**src/rtl/vga_sync_receiver_pkg.sv**
```systemverilog
`default_nettype none
// ============================================================================
// Module   : vga_rx_pkg
// Purpose  : Shared constants and state encoding for the VGA sync receiver.
// Revision : 1.0 - initial release
// ============================================================================
package vga_rx_pkg;

  localparam int c_COORD_W = 10;
  localparam logic [c_COORD_W-1:0] c_SAT_VAL = 10'd1023;

  localparam logic [1:0] c_ST_SEARCH  = 2'd0;
  localparam logic [1:0] c_ST_MEASURE = 2'd1;
  localparam logic [1:0] c_ST_CHECK   = 2'd2;
  localparam logic [1:0] c_ST_LOCKED  = 2'd3;

endpackage
`default_nettype wire

```
**src/rtl/vga_sync_receiver_sync_2ff.sv**
```systemverilog
`default_nettype none
// ============================================================================
// Module   : sync_2ff
// Purpose  : Single-bit two-flop synchronizer with selectable reset level.
// Revision : 1.0 - initial release
// ============================================================================
module sync_2ff #(
  parameter bit RESET_VAL = 1'b0
) (
  input  logic board_clk,
  input  logic reset,
  input  logic i_async,
  output logic o_sync
);

  logic r_meta;
  logic r_sync;

  always_ff @(posedge board_clk or posedge reset) begin
    if (reset) begin
      r_meta <= RESET_VAL;
      r_sync <= RESET_VAL;
    end else begin
      r_meta <= i_async;
      r_sync <= r_meta;
    end
  end

  assign o_sync = r_sync;

endmodule
`default_nettype wire

```
**src/rtl/vga_sync_receiver.sv**
```systemverilog
`default_nettype none
// ============================================================================
// Module   : vga_sync_receiver
// Purpose  : Recovers pixel coordinates and line/frame geometry from VGA syncs
//            and reports lock once the timing repeats stably.
// Revision : 1.0 - initial release
// ============================================================================
module vga_sync_receiver
  import vga_rx_pkg::*;
#(
  parameter int LOCK_FRAMES   = 2,
  parameter bit HS_ACTIVE_LOW = 1'b1,
  parameter bit VS_ACTIVE_LOW = 1'b1
) (
  input  logic                 board_clk,
  input  logic                 reset,
  input  logic                 pix_ce,
  input  logic                 vga_h_sync,
  input  logic                 vga_v_sync,
  output logic [c_COORD_W-1:0] rx_x,
  output logic [c_COORD_W-1:0] rx_y,
  output logic [c_COORD_W-1:0] line_len,
  output logic [c_COORD_W-1:0] frame_lines,
  output logic                 locked,
  output logic                 frame_start,
  output logic                 sync_err
);

  localparam logic [2:0] c_LOCK_N = 3'(LOCK_FRAMES);

  logic                 w_hs_raw, w_vs_raw, w_hs, w_vs;
  logic                 r_hs_prev, r_vs_prev;
  logic                 w_hs_edge, w_vs_edge;
  logic [c_COORD_W-1:0] r_x_cnt, r_y_cnt, r_last_h;
  logic [c_COORD_W-1:0] r_line_len, r_frame_lines;
  logic [c_COORD_W-1:0] w_h_meas, w_v_meas, w_h_frame;
  logic                 r_x_sat, r_y_sat, w_x_ovf, w_y_ovf;
  logic [1:0]           r_state, w_state_nxt;
  logic [2:0]           r_match_cnt, w_match_nxt, w_match_inc;
  logic                 w_latch, w_err, w_geom_match, w_h_bad, w_v_bad;
  logic                 r_frame_start, r_sync_err;

  sync_2ff #(.RESET_VAL(HS_ACTIVE_LOW)) u_hs_sync (
    .board_clk (board_clk),
    .reset     (reset),
    .i_async   (vga_h_sync),
    .o_sync    (w_hs_raw)
  );

  sync_2ff #(.RESET_VAL(VS_ACTIVE_LOW)) u_vs_sync (
    .board_clk (board_clk),
    .reset     (reset),
    .i_async   (vga_v_sync),
    .o_sync    (w_vs_raw)
  );

  assign w_hs      = w_hs_raw ^ HS_ACTIVE_LOW;
  assign w_vs      = w_vs_raw ^ VS_ACTIVE_LOW;
  assign w_hs_edge = pix_ce & w_hs & ~r_hs_prev;
  assign w_vs_edge = pix_ce & w_vs & ~r_vs_prev;

  assign w_h_meas  = r_x_cnt + 10'd1;
  assign w_v_meas  = r_y_cnt + 10'd1;
  // A frame's line length is the line closed by the coincident hs edge, if any
  assign w_h_frame = w_hs_edge ? w_h_meas : r_last_h;

  // Saturation flags make an overflow report once per stuck period
  assign w_x_ovf = pix_ce & ~w_hs_edge & (r_x_cnt == c_SAT_VAL) & ~r_x_sat;
  assign w_y_ovf = pix_ce & w_hs_edge & ~w_vs_edge & (r_y_cnt == c_SAT_VAL) & ~r_y_sat;

  assign w_geom_match = (w_h_frame == r_line_len) && (w_v_meas == r_frame_lines);
  assign w_h_bad      = w_hs_edge && (w_h_meas != r_line_len);
  assign w_v_bad      = w_vs_edge && (w_v_meas != r_frame_lines);
  assign w_match_inc  = (r_match_cnt == 3'd7) ? 3'd7 : r_match_cnt + 3'd1;

  always_comb begin
    w_state_nxt = r_state;
    w_match_nxt = r_match_cnt;
    w_latch     = 1'b0;
    w_err       = 1'b0;
    case (r_state)
      c_ST_SEARCH: begin
        if (w_vs_edge) w_state_nxt = c_ST_MEASURE;
      end
      c_ST_MEASURE: begin
        if (w_vs_edge) begin
          w_latch     = 1'b1;
          w_match_nxt = 3'd0;
          w_state_nxt = c_ST_CHECK;
        end
      end
      c_ST_CHECK: begin
        if (w_vs_edge) begin
          if (w_geom_match) begin
            w_match_nxt = w_match_inc;
            if (w_match_inc >= c_LOCK_N) w_state_nxt = c_ST_LOCKED;
          end else begin
            w_latch     = 1'b1;
            w_match_nxt = 3'd0;
          end
        end
      end
      c_ST_LOCKED: begin
        if (w_h_bad || w_v_bad) begin
          w_err       = 1'b1;
          w_state_nxt = c_ST_MEASURE;
        end
      end
      default: w_state_nxt = c_ST_SEARCH;
    endcase
    if (w_x_ovf || w_y_ovf) begin
      w_err       = 1'b1;
      w_state_nxt = c_ST_SEARCH;
    end
  end

  always_ff @(posedge board_clk or posedge reset) begin
    if (reset) begin
      r_hs_prev <= 1'b0;
      r_vs_prev <= 1'b0;
      r_x_cnt   <= '0;
      r_y_cnt   <= '0;
      r_last_h  <= '0;
      r_x_sat   <= 1'b0;
      r_y_sat   <= 1'b0;
    end else if (pix_ce) begin
      r_hs_prev <= w_hs;
      r_vs_prev <= w_vs;
      if (w_hs_edge) begin
        r_x_cnt  <= '0;
        r_last_h <= w_h_meas;
        r_x_sat  <= 1'b0;
      end else if (r_x_cnt == c_SAT_VAL) begin
        r_x_sat <= 1'b1;
      end else begin
        r_x_cnt <= r_x_cnt + 10'd1;
      end
      // vs wins over hs for the line counter
      if (w_vs_edge) begin
        r_y_cnt <= '0;
        r_y_sat <= 1'b0;
      end else if (w_hs_edge) begin
        if (r_y_cnt == c_SAT_VAL) r_y_sat <= 1'b1;
        else                      r_y_cnt <= r_y_cnt + 10'd1;
      end
    end
  end

  always_ff @(posedge board_clk or posedge reset) begin
    if (reset) begin
      r_state       <= c_ST_SEARCH;
      r_match_cnt   <= 3'd0;
      r_line_len    <= '0;
      r_frame_lines <= '0;
      r_frame_start <= 1'b0;
      r_sync_err    <= 1'b0;
    end else begin
      r_state       <= w_state_nxt;
      r_match_cnt   <= w_match_nxt;
      r_frame_start <= w_vs_edge;
      r_sync_err    <= w_err;
      if (w_latch) begin
        r_line_len    <= w_h_frame;
        r_frame_lines <= w_v_meas;
      end
    end
  end

  assign rx_x        = r_x_cnt;
  assign rx_y        = r_y_cnt;
  assign line_len    = r_line_len;
  assign frame_lines = r_frame_lines;
  assign locked      = (r_state == c_ST_LOCKED);
  assign frame_start = r_frame_start;
  assign sync_err    = r_sync_err;

endmodule
`default_nettype wire

```
**config.mk**
```make
export PLATFORM = sky130hd
export DESIGN_NAME = vga_sync_receiver
export DESIGN_NICKNAME = d
export VERILOG_FILES = /design/src/rtl/vga_sync_receiver_pkg.sv /design/src/rtl/vga_sync_receiver_sync_2ff.sv /design/src/rtl/vga_sync_receiver.sv
export SDC_FILE = /design/constraint.sdc
export NUM_CORES = 1
export LEC_CHECK = 0
export BUFFER_PORTS_ARGS = -buffer_cell sky130_fd_sc_hd__buf_2
export CORE_ASPECT_RATIO = 1.75
export CORE_MARGIN = 2
export CORE_UTILIZATION = 45
export DETAILED_ROUTE_END_ITERATION = 8
export GPL_TIMING_DRIVEN = 0
export PLACE_DENSITY = 0.62
export RECOVER_POWER = 50
export SYNTH_ARGS = -nofsm -noshare
export SYNTH_HDL_FRONTEND = slang
export SYNTH_HIERARCHICAL = 1
export SYNTH_SLANG_ARGS = --single-unit
```
**constraint.sdc**
```tcl
create_clock -name board_clk -period 4.18 [get_ports board_clk]
set_clock_uncertainty 0.1 [all_clocks]
set_input_delay 0.836 -clock board_clk [delete_from_list [all_inputs] [get_ports board_clk]]
set_output_delay 0.836 -clock board_clk [all_outputs]
set_load 0.02 [all_outputs]
```
# After elaboration in Yosys (flattened, before gate mapping)
# Cells that the tools add are included.
[word_totals]
ff_bits = 65
input_bits = 5
output_inout_bits = 43
elab_cells = 107
[classes]
n_addsub = 3
n_lt_le_gt_ge = 1
eq_ne = 20
n_mux = 31
bitwise = 19
reduce_logical = 16
[ops]
columns = ["op", "n"]
rows = [
  ["two-way mux 10 bit", 6],
  ["adder 10 x 1 -> 10 bit, second input constant", 2],
  ["== test 10 bit", 2],
  ["== test 10 bit, second input constant", 2],
  ["inequality test 10 bit", 2],
  ["inequality test 3 bit, second input constant", 5],
  ["two-way mux 2 bit", 7],
  ["two-way mux 3 bit", 4],
  ["bitwise AND 1 bit", 11],
  ["two-way mux 1 bit", 11],
  ["AND reduction 3 bit", 3],
  ["inequality test 2 bit, second input constant", 4],
  ["NOT 1 bit", 8],
  ["case mux 2 bit (4 select lines)", 1],
  ["nonzero test 2 bit", 4],
  ["case mux 3 bit (2 select lines)", 1],
  ["AND reduction 6 bit", 1],
  ["== test 2 bit, second input constant", 2],
  ["AND reduction 2 bit", 2],
  ["adder 3 x 1 -> 3 bit, second input constant", 1],
  ["== test 3 bit, second input constant", 1],
  ["greater-or-equal comparator 3 x 2 -> 1 bit, second input constant", 1],
  ["logical AND 1 bit", 3],
  ["inequality test 3 x 1 -> 1 bit, second input constant", 1],
  ["other kinds (4)", 5],
]

# Logic depth before layout (Yosys ltp)
[logic_depth]
word_depth = 10
depth_mapped = 11
mapped_depth_nobuf = 9

# By module
# The synthesis kept the hierarchy.
[modules_own_cells]
columns = ["mod", "instances", "cells_each", "area_each_um2", "seq_area_each_um2"]
rows = [
  ["vga_sync_receiver", 1, 421, 3957.5, 1526.5],
  ["sync_2ff", 2, 3, 56.3, 52.6],
]

# Worst setup path after synthesis
# OpenSTA, ideal clock, no wires.
[synth_timing]
kind = "register to register"
start = "register r_y_cnt[7], in the netlist rx_y[7]"
end = "register r_frame_lines[9], in the netlist frame_lines[9]"
setup_ns = 0.125
arrival_ns = 2.905
t_required_ns = 3.955
path_slack_ns = 1.050
stages_incl_launch_ff = 11
synth_period_minus_slack_ns = 3.130
path_cell_list = "dfrtp_1 -> clkbuf_1 -> nand2_1 -> nor3_1 -> mux2_2 -> a2111oi_4 -> nand4bb_2 -> or3_1 -> nand3_2 -> buf_6 -> mux2_4"
[synth_between]
elab_chain_len = 6
[synth_lines]
columns = ["item", "line", "rtl"]
rows = [
  ["start: declaration", "vga_sync_receiver.sv:34", "logic [c_COORD_W-1:0] r_x_cnt, r_y_cnt, r_last_h;"],
  ["start signal: assignment", "vga_sync_receiver.sv:144", "else r_y_cnt <= r_y_cnt + 10'd1;"],
  ["adder 10 x 1 -> 10 bit (*)", "vga_sync_receiver.sv:63", "assign w_v_meas = r_y_cnt + 10'd1;"],
  ["== test 10 bit", "vga_sync_receiver.sv:71", "assign w_geom_match = (w_h_frame == r_line_len) && (w_v_meas == r_frame_lines);"],
  ["logical AND 1 bit", "vga_sync_receiver.sv:71", ""],
  ["two-way mux 1 bit", "vga_sync_receiver.sv:94", "if (w_geom_match) begin"],
  ["two-way mux 1 bit", "vga_sync_receiver.sv:93", "if (w_vs_edge) begin"],
  ["case mux 1 bit (2 select lines)", "vga_sync_receiver.sv:81", "case (r_state)"],
  ["end signal: assignment", "vga_sync_receiver.sv:164", "r_frame_lines <= w_v_meas;"],
  ["end: declaration", "vga_sync_receiver.sv:35", "logic [c_COORD_W-1:0] r_line_len, r_frame_lines;"],
]
# Mark *: on every way between the ends. The rest lies on a longest branch, timed or not.
# A chain may end at the register's enable or synchronous reset.

# Worst setup path after layout
[layout_timing]
start = "register r_y_cnt[0], in the netlist rx_y[0]"
end = "register r_line_len[3], in the netlist line_len[3]"
[layout_between]
elab_chain_len = 6
[layout_lines]
columns = ["item", "line", "rtl"]
rows = [
  ["adder 10 x 1 -> 10 bit", "vga_sync_receiver.sv:63", ""],
  ["== test 10 bit", "vga_sync_receiver.sv:71", ""],
  ["logical AND 1 bit", "vga_sync_receiver.sv:71", ""],
  ["two-way mux 1 bit", "vga_sync_receiver.sv:94", ""],
  ["two-way mux 1 bit", "vga_sync_receiver.sv:93", ""],
  ["case mux 1 bit (2 select lines)", "vga_sync_receiver.sv:81", ""],
  ["end signal: assignment", "vga_sync_receiver.sv:163", "r_line_len <= w_h_frame;"],
  ["end: declaration", "vga_sync_receiver.sv:35", ""],
]
# No other way between the ends.

==> metrics.txt <==
ys async rst share between 90% and 100%; H-tree Lvls 3; max_slew headroom -28.3%; nets about 500; reg2reg path depth 11; Non-Filler Instances about 600; share of the synthesized area in the top cell type 37.5%; drt drc 0; CP Data Arrival Time 3.52 ns; count of final hold-check violations 0; Vias/cell approximately 5.5; grt ovf 0; HP Class reg -> reg; number of global-route vias before repair between 3000 and 4000; Power Dens Cells between 500 and 600 nW/um^2; crit-path max FO 10; Post-synth top cells 61 x dfrtp_1, 39 x o21ai_0, 35 x nand2_1, 32 x nor2_1, 21 x xnor2_1; Post-CTS Hold Buffers 0; Boundary Pins 48; hold path cells 0; DR iter-0 viols about 100; top cells by area, synth dfrtp_1 38%, mux2_4 6.6%, o21ai_0 4.8%; final setup violating endpoints 0; Filler cells ~830; register area share after synthesis roughly 40%; Post-synth top flop dfrtp_1; critical path launch point rx_y[0]$_DFFE_PP0P_; HPWL after DPL between 7000 and 8000 um; Clock Path Buffers 2; end point of the critical path line_len[3]$_DFFE_PP0P_; period utilisation layout between 80% and 90%; Post-CTS Setup Bufs 0; number of synthesized flops with an enable pin 0; Reg clk slew, reported paths 0.05 ns; Inserted Diodes 0; RR Endpoint line_len[3]$_DFFE_PP0P_; Tmin final approximately 3.4 ns; initial antenna violation count 0; num rows between 40 and 50; Mapped Cells between 400 and 500; synth-to-layout area growth 17.1%; Setup CP Type reg -> reg; router iterations before antenna repair 4; max-cap violation count 1; Die Width approximately 76 um; global-route wire length before repair 16200 um; CTS root buffer clkbuf_16; worst-margin pin slew slightly below 2 ns; CP max stage cell dfrtp_1; vias about 3400; RD Place Congestion approximately 0.92; largest net degree at the start of global routing 36; setup TNS 0 ns; die height about 130 um; status finished, violations left; Mean Syn Cell Area between 9 and 10 um^2; Tot GR Track Use between 20% and 30%; core area 8730 um^2; leakage power between 2 and 2.5 nW; RSZ-0062 raised after global routing no; Final Slew Violations 36; area leader, netlist dfrtp_1; worst-path cell chain ha_1 -> and3_1 -> buf_2 -> mux2i_1 -> nand4_1 -> nor4bb_1 -> nand4bb_2 -> or3_1 -> nand3_2 -> buf_6 -> mux2_4; most frequent cell after synthesis dfrtp_1; fmax ~290 MHz; wire per inst around 16 um; r2r startpoint rx_y[0]$_DFFE_PP0P_; worst-skew pair later-pin latency roughly 0.33 ns; PostCTS Resize Cnt 0; syn_nets 440; Placed Cells incl. Taps roughly 590; PortBufs 47; drt total wl slightly below 10000 um; Yosys warning count 6; Synth Cell Area about 4100 um^2; r2r setup slk between 0.7 and 0.8 ns; synthesis-stage register bit count between 60 and 70; CP Capture Type flop; CP startpoint kind flop; CP peak stage delay about 0.51 ns; total CTS buffers 9; failing checks max-capacitance violations, max-slew violations; initial core utilization between 40% and 50%; Die Footprint between 9000 and 10000 um^2; Clock Sinks 65; worst path required time between 4 and 5 ns; Antenna Nets Post-Route 0; CTS tree done; VDD IR max ~0.37 mV; Cell variety after synth a little under 70; layout cells sized above 1 a little under a fifth
-- logic make-up after synthesis --
logic type	count (synthesis)	share of synthesized area, %
flops	65	40.1
mux	25	8.39
buf+inv	43	4.89
compound gates	97	15.8
fa+ha+maj	8	2.46
xor+xnor	40	8.61
simple gates	149	19.7
-- worst max-delay path, delay by kind of cell (launching register included) --
family / cells / cell delay, ns
multiplexers: 2 / 0.54
AND/OR/NAND/NOR: 6 / 1.45
adder cells (fa/ha/maj): 1 / 0.28
buffers and inverters: 2 / 0.40
flip-flops: 1 / 0.51
-- state kept, by name, indices dropped and copies added (netlist names) --
register,count
u_hs_sync/r_meta,1
r_state,2
r_vs_prev,1
frame_lines,10
sync_err,1
r_hs_prev,1
frame_start,1
rx_y,10
r_x_sat,1
u_hs_sync/o_sync,1
r_last_h,10
r_match_cnt,3
r_y_sat,1
rx_x,10
u_vs_sync/r_meta,1
u_vs_sync/o_sync,1
line_len,10
-- placed cells by master (no fill, tap or decap), types with 3 or more instances in the layout --
master and instances:
and2_1 3, nor3b_1 3, clkbuf_16 9, nor2b_1 5
nand4_1 7, xor2_1 19, ha_1 8, inv_1 17
mux2_4 18, o21ai_0 39, or3_1 9, mux2i_1 6
nand3_1 16, or2_2 3, o31ai_1 4, a211oi_1 3
nand2_1 35, nor2_1 32, dfstp_2 4, and3_1 5
dfrtp_1 61, buf_6 3, xnor2_1 21, nor4_1 3
a31oi_1 3, a21boi_0 3, a21oi_1 19, nor3_1 6
clkbuf_1 30, buf_2 39, nand2b_1 7
-- power breakdown --
group	switching, W	internal (W)
combinational	0.000609	0.000467
clock	0.000277	0.000554
sequential	0.000155	0.000766
-- worst min-delay path by stage --
stage                                           from                    endpoint  slack (ns)
after global placement    u_hs_sync/r_meta$_DFF_PP1_  u_hs_sync/o_sync$_DFF_PP1_        0.25
after global routing      u_hs_sync/r_meta$_DFF_PP1_  u_hs_sync/o_sync$_DFF_PP1_        0.26
after detailed placement  u_vs_sync/r_meta$_DFF_PP1_  u_vs_sync/o_sync$_DFF_PP1_        0.25
after CTS                 u_vs_sync/r_meta$_DFF_PP1_  u_vs_sync/o_sync$_DFF_PP1_        0.26
after floorplan           u_hs_sync/r_meta$_DFF_PP1_  u_hs_sync/o_sync$_DFF_PP1_        0.25
final                     u_vs_sync/r_meta$_DFF_PP1_  u_vs_sync/o_sync$_DFF_PP1_        0.26
-- stage by stage --
step | hold slack (ns) | utilization, % | setup slack (ns) | power, W | area, um^2
floorplan | 0.245 | - | 1.05 | 0.00172 | 4070
global placement | 0.247 | 51.0 | 0.688 | 0.00200 | 4450
detailed placement | 0.251 | 51.2 | 0.687 | 0.00201 | 4470
CTS | 0.259 | 55.0 | 0.791 | 0.00285 | 4800
global route | 0.257 | 54.6 | 0.380 | 0.00300 | 4770
finish | 0.256 | 54.6 | 0.773 | 0.00283 | 4770
-- metal layers --
layer / track usage [%] / part of all wire (%) / up-vias
li1: - / - / 1631
met1: 24.8 / 40 / 1640
met2: 38.4 / 54 / 66
met3: 3.40 / 2.5 / 25
met4: 10.8 / 3.3 / 0
met5: 0 / 0 / -
-- cell type report --
| class | count | area (um^2) | share of cell area, % |
|---|---|---|---|
| clock buffers | 12 | 256 | 5.38 |
| plain buffers | 26 | 134 | 2.81 |
| clock inverters | 4 | 75.1 | 1.58 |
| inverters | 17 | 63.8 | 1.34 |
| multi-input cells | 319 | 2240 | 47.0 |
| repair buffers | 48 | 219 | 4.59 |
| well taps | 117 | 146 | 3.07 |
| flip-flops and latches | 65 | 1630 | 34.2 |
Power figures use the tool's default switching activity.
